## src/rtl/cp0_exception_commit.sv

```systemverilog
// CP0 commit: takes one exception/ERET per handshake, updates EPC/Cause/Status/BadVAddr/EntryHi, owns Count/Compare.
// Registers update one cycle after acceptance; redirect_valid holds until redirect_ready, and no report is accepted meanwhile.
module cp0_exception_commit #(
  parameter logic [31:0] VEC_BASE    = 32'hBFC0_0200,
  parameter logic [31:0] VEC_BASE_NB = 32'h8000_0000
) (
  input  logic        clk,
  input  logic        reset,
  input  logic        exc_valid,
  output logic        exc_ready,
  input  logic [4:0]  exc_code,
  input  logic [31:0] exc_pc,
  input  logic [31:0] exc_vaddr,
  input  logic        exc_has_vaddr,
  input  logic        exc_in_delay_slot,
  input  logic        exc_tlb_refill,
  input  logic        eret_valid,
  input  logic        mtc0_en,
  input  logic [4:0]  mtc0_addr,
  input  logic [31:0] mtc0_wdata,
  input  logic [5:0]  ext_int,
  output logic        redirect_valid,
  input  logic        redirect_ready,
  output logic [31:0] redirect_pc,
  output logic [31:0] cp0_status,
  output logic [31:0] cp0_cause,
  output logic [31:0] cp0_epc,
  output logic [31:0] cp0_badvaddr,
  output logic [31:0] cp0_entryhi,
  output logic        timer_interrupt
);

  localparam logic [4:0]  REG_COUNT   = 5'd9;
  localparam logic [4:0]  REG_ENTRYHI = 5'd10;
  localparam logic [4:0]  REG_COMPARE = 5'd11;
  localparam logic [4:0]  REG_STATUS  = 5'd12;
  localparam logic [4:0]  REG_CAUSE   = 5'd13;
  localparam logic [4:0]  REG_EPC     = 5'd14;

  localparam logic [31:0] STATUS_RST   = 32'h0040_0000;
  localparam logic [31:0] STATUS_WMASK = 32'h0040_FF03;
  localparam logic [31:0] ENTRYHI_WMASK = 32'hFFFF_E0FF;
  localparam logic [31:0] VEC_OFF_GEN  = 32'h0000_0180;

  typedef enum logic {
    ST_IDLE     = 1'b0,
    ST_REDIRECT = 1'b1
  } state_t;

  state_t state_q, state_d;

  logic [31:0] status_q, status_d;
  logic [31:0] epc_q, epc_d;
  logic [31:0] badvaddr_q, badvaddr_d;
  logic [31:0] entryhi_q, entryhi_d;
  logic [31:0] count_q, count_d;
  logic [31:0] compare_q, compare_d;
  logic        cause_bd_q, cause_bd_d;
  logic [4:0]  cause_exc_q, cause_exc_d;
  logic [1:0]  cause_ip_sw_q, cause_ip_sw_d;
  logic [5:0]  ip_hw_q;
  logic        ti_q, ti_d;
  logic        tick_q, tick_d;
  logic [31:0] redirect_pc_q, redirect_pc_d;

  logic        accept_exc;
  logic        accept_eret;
  logic        old_exl;
  logic        tlb_code;
  logic [31:0] vec_base;
  logic [31:0] vec_target;
  logic [31:0] count_inc;

  // FSM: state register
  always_ff @(posedge clk or negedge reset) begin
    if (!reset) begin
      state_q <= ST_IDLE;
    end else begin
      state_q <= state_d;
    end
  end

  // FSM: next state
  always_comb begin
    state_d = state_q;
    if (state_q == ST_IDLE) begin
      if (exc_valid || eret_valid) begin
        state_d = ST_REDIRECT;
      end
    end else if (redirect_ready) begin
      state_d = ST_IDLE;
    end
  end

  // FSM: outputs, a function of state only
  always_comb begin
    exc_ready      = (state_q == ST_IDLE);
    redirect_valid = (state_q == ST_REDIRECT);
  end

  assign accept_exc  = exc_ready && exc_valid;
  assign accept_eret = exc_ready && eret_valid && !exc_valid;

  assign old_exl    = status_q[1];
  assign tlb_code   = (exc_code >= 5'd1) && (exc_code <= 5'd3);
  assign vec_base   = status_q[22] ? VEC_BASE : VEC_BASE_NB;
  assign vec_target = vec_base + ((exc_tlb_refill && !old_exl) ? 32'd0 : VEC_OFF_GEN);
  assign count_inc  = count_q + 32'd1;

  // MTC0 applies first; an accepted exception or ERET then overrides its own fields.
  always_comb begin
    status_d      = status_q;
    epc_d         = epc_q;
    badvaddr_d    = badvaddr_q;
    entryhi_d     = entryhi_q;
    compare_d     = compare_q;
    cause_bd_d    = cause_bd_q;
    cause_exc_d   = cause_exc_q;
    cause_ip_sw_d = cause_ip_sw_q;
    redirect_pc_d = redirect_pc_q;
    tick_d        = ~tick_q;
    count_d       = tick_q ? count_inc : count_q;
    ti_d          = ti_q | (tick_q && (count_inc == compare_q));

    if (mtc0_en) begin
      case (mtc0_addr)
        REG_COUNT: begin
          count_d = mtc0_wdata;
          tick_d  = 1'b0;
          ti_d    = ti_q;
        end
        REG_ENTRYHI: entryhi_d = (entryhi_q & ~ENTRYHI_WMASK) | (mtc0_wdata & ENTRYHI_WMASK);
        REG_COMPARE: begin
          compare_d = mtc0_wdata;
          ti_d      = 1'b0;
        end
        REG_STATUS:  status_d = (status_q & ~STATUS_WMASK) | (mtc0_wdata & STATUS_WMASK);
        REG_CAUSE:   cause_ip_sw_d = mtc0_wdata[9:8];
        REG_EPC:     epc_d = mtc0_wdata;
        default: ;
      endcase
    end

    if (accept_exc) begin
      // A nested exception (EXL already set) must not lose the original return point.
      if (!old_exl) begin
        epc_d      = exc_in_delay_slot ? (exc_pc - 32'd4) : exc_pc;
        cause_bd_d = exc_in_delay_slot;
      end
      cause_exc_d = exc_code;
      status_d[1] = 1'b1;
      if (exc_has_vaddr) begin
        badvaddr_d = exc_vaddr;
        if (tlb_code) begin
          entryhi_d[31:13] = exc_vaddr[31:13];
        end
      end
      redirect_pc_d = vec_target;
    end else if (accept_eret) begin
      status_d[1]   = 1'b0;
      redirect_pc_d = epc_q;
    end
  end

  always_ff @(posedge clk or negedge reset) begin
    if (!reset) begin
      status_q      <= STATUS_RST;
      epc_q         <= 32'd0;
      badvaddr_q    <= 32'd0;
      entryhi_q     <= 32'd0;
      count_q       <= 32'd0;
      compare_q     <= 32'd0;
      cause_bd_q    <= 1'b0;
      cause_exc_q   <= 5'd0;
      cause_ip_sw_q <= 2'd0;
      ip_hw_q       <= 6'd0;
      ti_q          <= 1'b0;
      tick_q        <= 1'b0;
      redirect_pc_q <= 32'd0;
    end else begin
      status_q      <= status_d;
      epc_q         <= epc_d;
      badvaddr_q    <= badvaddr_d;
      entryhi_q     <= entryhi_d;
      count_q       <= count_d;
      compare_q     <= compare_d;
      cause_bd_q    <= cause_bd_d;
      cause_exc_q   <= cause_exc_d;
      cause_ip_sw_q <= cause_ip_sw_d;
      ip_hw_q       <= ext_int;
      ti_q          <= ti_d;
      tick_q        <= tick_d;
      redirect_pc_q <= redirect_pc_d;
    end
  end

  assign redirect_pc     = redirect_pc_q;
  assign cp0_status      = status_q;
  assign cp0_epc         = epc_q;
  assign cp0_badvaddr    = badvaddr_q;
  assign cp0_entryhi     = entryhi_q;
  assign timer_interrupt = ti_q;
  assign cp0_cause       = {cause_bd_q, ti_q, 14'd0, ip_hw_q[5] | ti_q, ip_hw_q[4:0],
                            cause_ip_sw_q, 1'b0, cause_exc_q, 2'b00};

endmodule
```

## config.mk

```make
export PLATFORM = sky130hd
export DESIGN_NAME = cp0_exception_commit
export DESIGN_NICKNAME = d
export VERILOG_FILES = /design/src/rtl/cp0_exception_commit.sv
export SDC_FILE = /design/constraint.sdc
export NUM_CORES = 1
export LEC_CHECK = 0
export CAP_MARGIN = 20
export CORE_UTILIZATION = 48
export CTS_CLUSTER_DIAMETER = 40
export DETAILED_ROUTE_END_ITERATION = 7
export PLACE_DENSITY_LB_ADDON = 0.08
export SYNTH_ARGS = -nofsm -noshare
export SYNTH_HDL_FRONTEND = slang
export SYNTH_SLANG_ARGS = --single-unit
export TNS_END_PERCENT = 50
```

## constraint.sdc

```tcl
create_clock -name clk -period 3.5 [get_ports clk]
set_clock_uncertainty 0.1 [all_clocks]
set_input_delay 0.875 -clock clk [delete_from_list [all_inputs] [get_ports clk]]
set_output_delay 0.875 -clock clk [all_outputs]
set_load 0.01 [all_outputs]
```

==> qor_table.md <==
| Quantity | This run |
|:---|:---|
| Status | finished with violations |
| Violated checks | DRC |
| Core Area | 0.0220 mm^2 |
| Number of global-route vias before repair | 8,733 |
| R2R cell count | 8 |
| Rel. slew slack | 0.576 |
| Tightest Pin Transition | 0.627 ns |
| Clock transition at path regs | 0.06 ns |
| Path category of the worst min-delay check | in -> async |
| Total iterations of the first detailed-routing run | 8 |
| Critical path data arrival time | 3.20 ns |
| WL final | 31.5 mm |
| Total GRT Usage | 0.275 |
| Syn-to-layout area delta | 38.5% |
| Post-CTS resize count | 0 |
| Number of rows created at floorplan | 54 |
| Reg-to-reg slack, setup | 0.60 ns |
| Detail-routed via count per cell | 5.34 |
| Flop and latch count out of synthesis | 215 |
| Wire length of the first global-routing pass | 49.4 mm |
| Final setup violation count | 0 |
| Yosys synthesis warning count | 0 |
| Maximum buffer depth of the clock tree | 3 |
| Sequential cell area fraction in the yosys report | 0.497 |
| Fin crit period | 2.92 ns |
| Type of the worst setup path | in -> reg |
| Startpoint of the worst-slack reg-to-reg timing path | count_q[0]$_DFF_PN0_ |
| Remaining design rule violation count | 8 |
| Leakage dissipation | 6.37 nW |
| Final Max Tran Viols | 0 |
| DIE WIDTH | 152 um |
| WHS | 0.219 ns |
| Sink Count | 215 |
| Post-layout util | 0.683 |
| Initial drt markers | 452 |
| Largest cells by area after synthesis | sky130_fd_sc_hd__dfrtp_1, sky130_fd_sc_hd__mux2_2, sky130_fd_sc_hd__xor2_1, sky130_fd_sc_hd__mux2i_1, sky130_fd_sc_hd__xnor2_1 |
| Finished layout cell area | 0.0150 mm^2 |
| Total vias in the final route | 8,624 |
| Number of routed nets with antenna violations | 0 |
| Count of flip-flops with a built-in enable after synthesis | 0 |
| Antenna violations before repair | 0 |
| Count of distinct cell types in the synthesized netlist | 50 |
| Worst-Skew Late Latency | 0.51 ns |
| Share of layout cells above drive strength 1 | 0.147 |
| Worst R2R End | timer_interrupt$_DFFE_PN0P_ |
| Post-Synthesis Cells | 1,036 |
| Crit path launch type | input port |
| Syn Std Cell Area | 0.0108 mm^2 |
| Number of buffers added to fix hold violations after cts | 0 |
| Ratio of final minimum period to clock period | 0.833 |
| Boundary pin count | 316 |
| CTS tree | built |
| Number of setup buffers added after CTS | 0 |
| Power density over cell area | 744 mW/mm^2 |
| Area enclosed by the die boundary | 0.0232 mm^2 |
| RSZ-0062 raised after global routing | false |
| Filler cells | 1,749 |
| DPL Wire Length | 23.1 mm |
| Port buffer count | 272 |
| Portion of synthesized cell area occupied by the leading cell type | 0.494 |
| Peak supply drop | 0.485 mV |
| Maximum number of pins on one net before global-route repair | 72 |
| Final Net Count | 1,432 |
| Share of flip-flops with an asynchronous set or reset after synthesis | 1.00 |
| Cell area reported after detailed placement | 0.0138 mm^2 |
| Level count of the clock H-tree | 2 |
| Clock buffers created by TritonCTS | 36 |
| Antenna cells | 0 |
| Mean Syn Cell Area | 10.5 um^2 |
| Cell type with the highest aggregate area in the netlist | sky130_fd_sc_hd__dfrtp_1 |
| Number of max-cap violations | 0 |
| RePlAce Congestion | 0.893 |
| Prevailing post-synth register cell | sky130_fd_sc_hd__dfrtp_1 |
| Worst setup margin | 0.585 ns |
| Pre-CTS setup slack | 0.0810 ns |
| Routed wire per std cell | 19.5 um |
| Maximum operating frequency | 343 MHz |
| Grt total ovfl | 0 |
| Required time of the critical path | 3.78 ns |
| Fin. Hold Viols | 0 |
| CTS root buffer | sky130_fd_sc_hd__clkbuf_16 |
| Crit end category | flip-flop |
| Initial cell density of the core | 0.493 |
| Final-layout setup total negative slack | 0 ns |
| Height of the die | 152 um |
| Critical path fanouts, max | 4 |
Yosys cell counts (all sizes together), types with 21 or more instances:
library cell and instances:
a21oi 79, buf 64, clkbuf 45, dfrtp 214
mux2 85, mux2i 46, nand2 81, nand4 21
nor2 85, nor2b 26, o21ai 41, xnor2 51
xor2 54
worst max-delay path by stage:
stage,startpoint,to,slack [ns],cells past startpoint
after detailed placement,exc_pc[4],cp0_epc[28]$_DFF_PN0_,0.08,8
after CTS,count_q[0]$_DFF_PN0_,timer_interrupt$_DFFE_PN0P_,0.58,8
after global placement,exc_pc[4],cp0_epc[30]$_DFF_PN0_,0.12,8
after global routing,count_q[0]$_DFF_PN0_,timer_interrupt$_DFFE_PN0P_,0.38,8
after floorplan,exc_pc[6],cp0_epc[26]$_DFF_PN0_,0.62,7
final,exc_pc[4],cp0_epc[28]$_DFF_PN0_,0.58,8
cell families after synthesis:
group,synth area share
multiplexers,0.131
other,0.000346
AND/OR/NAND/NOR,0.135
adder cells (fa/ha/maj),0.00231
XOR/XNOR,0.0849
flip-flops,0.497
AO/OA/AOI/OAI,0.0914
buffers and inverters,0.0590
cell usage in the layout (no fill, tap or decap), types with 3 or more instances in the layout:
| cell type | count |
|---|---|
| sky130_fd_sc_hd__dfrtp_1 | 214 |
| sky130_fd_sc_hd__nor4_1 | 9 |
| sky130_fd_sc_hd__inv_1 | 8 |
| sky130_fd_sc_hd__nor2_1 | 84 |
| sky130_fd_sc_hd__and4_1 | 3 |
| sky130_fd_sc_hd__bufinv_16 | 3 |
| sky130_fd_sc_hd__conb_1 | 43 |
| sky130_fd_sc_hd__or3_1 | 9 |
| sky130_fd_sc_hd__nand4_1 | 20 |
| sky130_fd_sc_hd__a31oi_1 | 7 |
| sky130_fd_sc_hd__clkbuf_8 | 3 |
| sky130_fd_sc_hd__o21ai_0 | 40 |
| sky130_fd_sc_hd__nor3_1 | 15 |
| sky130_fd_sc_hd__a21oi_1 | 79 |
| sky130_fd_sc_hd__clkdlybuf4s50_1 | 271 |
| sky130_fd_sc_hd__nand3_1 | 17 |
| sky130_fd_sc_hd__mux2_2 | 85 |
| sky130_fd_sc_hd__nand2_1 | 81 |
| sky130_fd_sc_hd__a22o_1 | 20 |
| sky130_fd_sc_hd__xor2_1 | 54 |
| sky130_fd_sc_hd__a211oi_1 | 11 |
| sky130_fd_sc_hd__clkinvlp_4 | 3 |
| sky130_fd_sc_hd__o31ai_1 | 3 |
| sky130_fd_sc_hd__mux2i_1 | 46 |
| sky130_fd_sc_hd__buf_4 | 25 |
| sky130_fd_sc_hd__nor2b_1 | 24 |
| sky130_fd_sc_hd__and3_1 | 9 |
| sky130_fd_sc_hd__clkbuf_16 | 38 |
| sky130_fd_sc_hd__xnor2_1 | 51 |
| sky130_fd_sc_hd__clkinv_2 | 9 |
| sky130_fd_sc_hd__clkinv_4 | 5 |
| sky130_fd_sc_hd__or2_2 | 4 |
| sky130_fd_sc_hd__buf_12 | 5 |
per-stage QoR:
step | total power [W] | std cells
finish | 0.0112 | 1616
global route | 0.0117 | 1616
CTS | 0.0112 | 1616
detailed placement | 0.00764 | 1551
global placement | 0.00757 | 1551
floorplan | 0.00567 | 1078
routing by layer:
metal / vias up / global-route usage / routed length [um]
met2: 282 / 0.447 / 14900
met1: 4225 / 0.356 / 13200
li1: 4049 / - / -
met5: - / 0 / 0
met4: 0 / 0.106 / 1040
met3: 68 / 0.0668 / 2250
flip-flops by register name, indices dropped and copies added (netlist names):
register,count
count_q,32
cause_bd_q,1
cp0_status,11
ip_hw_q,6
cause_exc_q,5
cp0_badvaddr,32
cause_ip_sw_q,2
cp0_entryhi,27
cp0_epc,32
timer_interrupt,1
compare_q,32
tick_q,1
redirect_valid,1
redirect_pc,32
where the power goes:
group / total [W] / switching (W) / internal, W
clock: 0.00354 / 0.00126 / 0.00228
sequential: 0.00403 / 0.000724 / 0.00330
combinational: 0.00360 / 0.00156 / 0.00204
area by class of cell:
| cell class | instances | area, um^2 | share of cell area |
|---|---|---|---|
| inverters | 8 | 30.0 | 0.00200 |
| clock inverters | 23 | 235 | 0.0157 |
| flip-flops and latches | 215 | 5380 | 0.359 |
| clock buffers | 42 | 996 | 0.0664 |
| repair buffers | 302 | 3020 | 0.201 |
| well taps | 280 | 350 | 0.0233 |
| multi-input cells | 746 | 5000 | 0.333 |
worst max-delay path, stage by stage:
cell	delay, ns
sky130_fd_sc_hd__clkdlybuf4s50_1	0.47
sky130_fd_sc_hd__or3_1	0.42
sky130_fd_sc_hd__nor3_1	0.33
sky130_fd_sc_hd__nand2_1	0.19
sky130_fd_sc_hd__or4_1	0.55
sky130_fd_sc_hd__nor2_1	0.14
sky130_fd_sc_hd__xnor2_1	0.13
sky130_fd_sc_hd__a21oi_1	0.08
(Power assumes the default switching activity.)
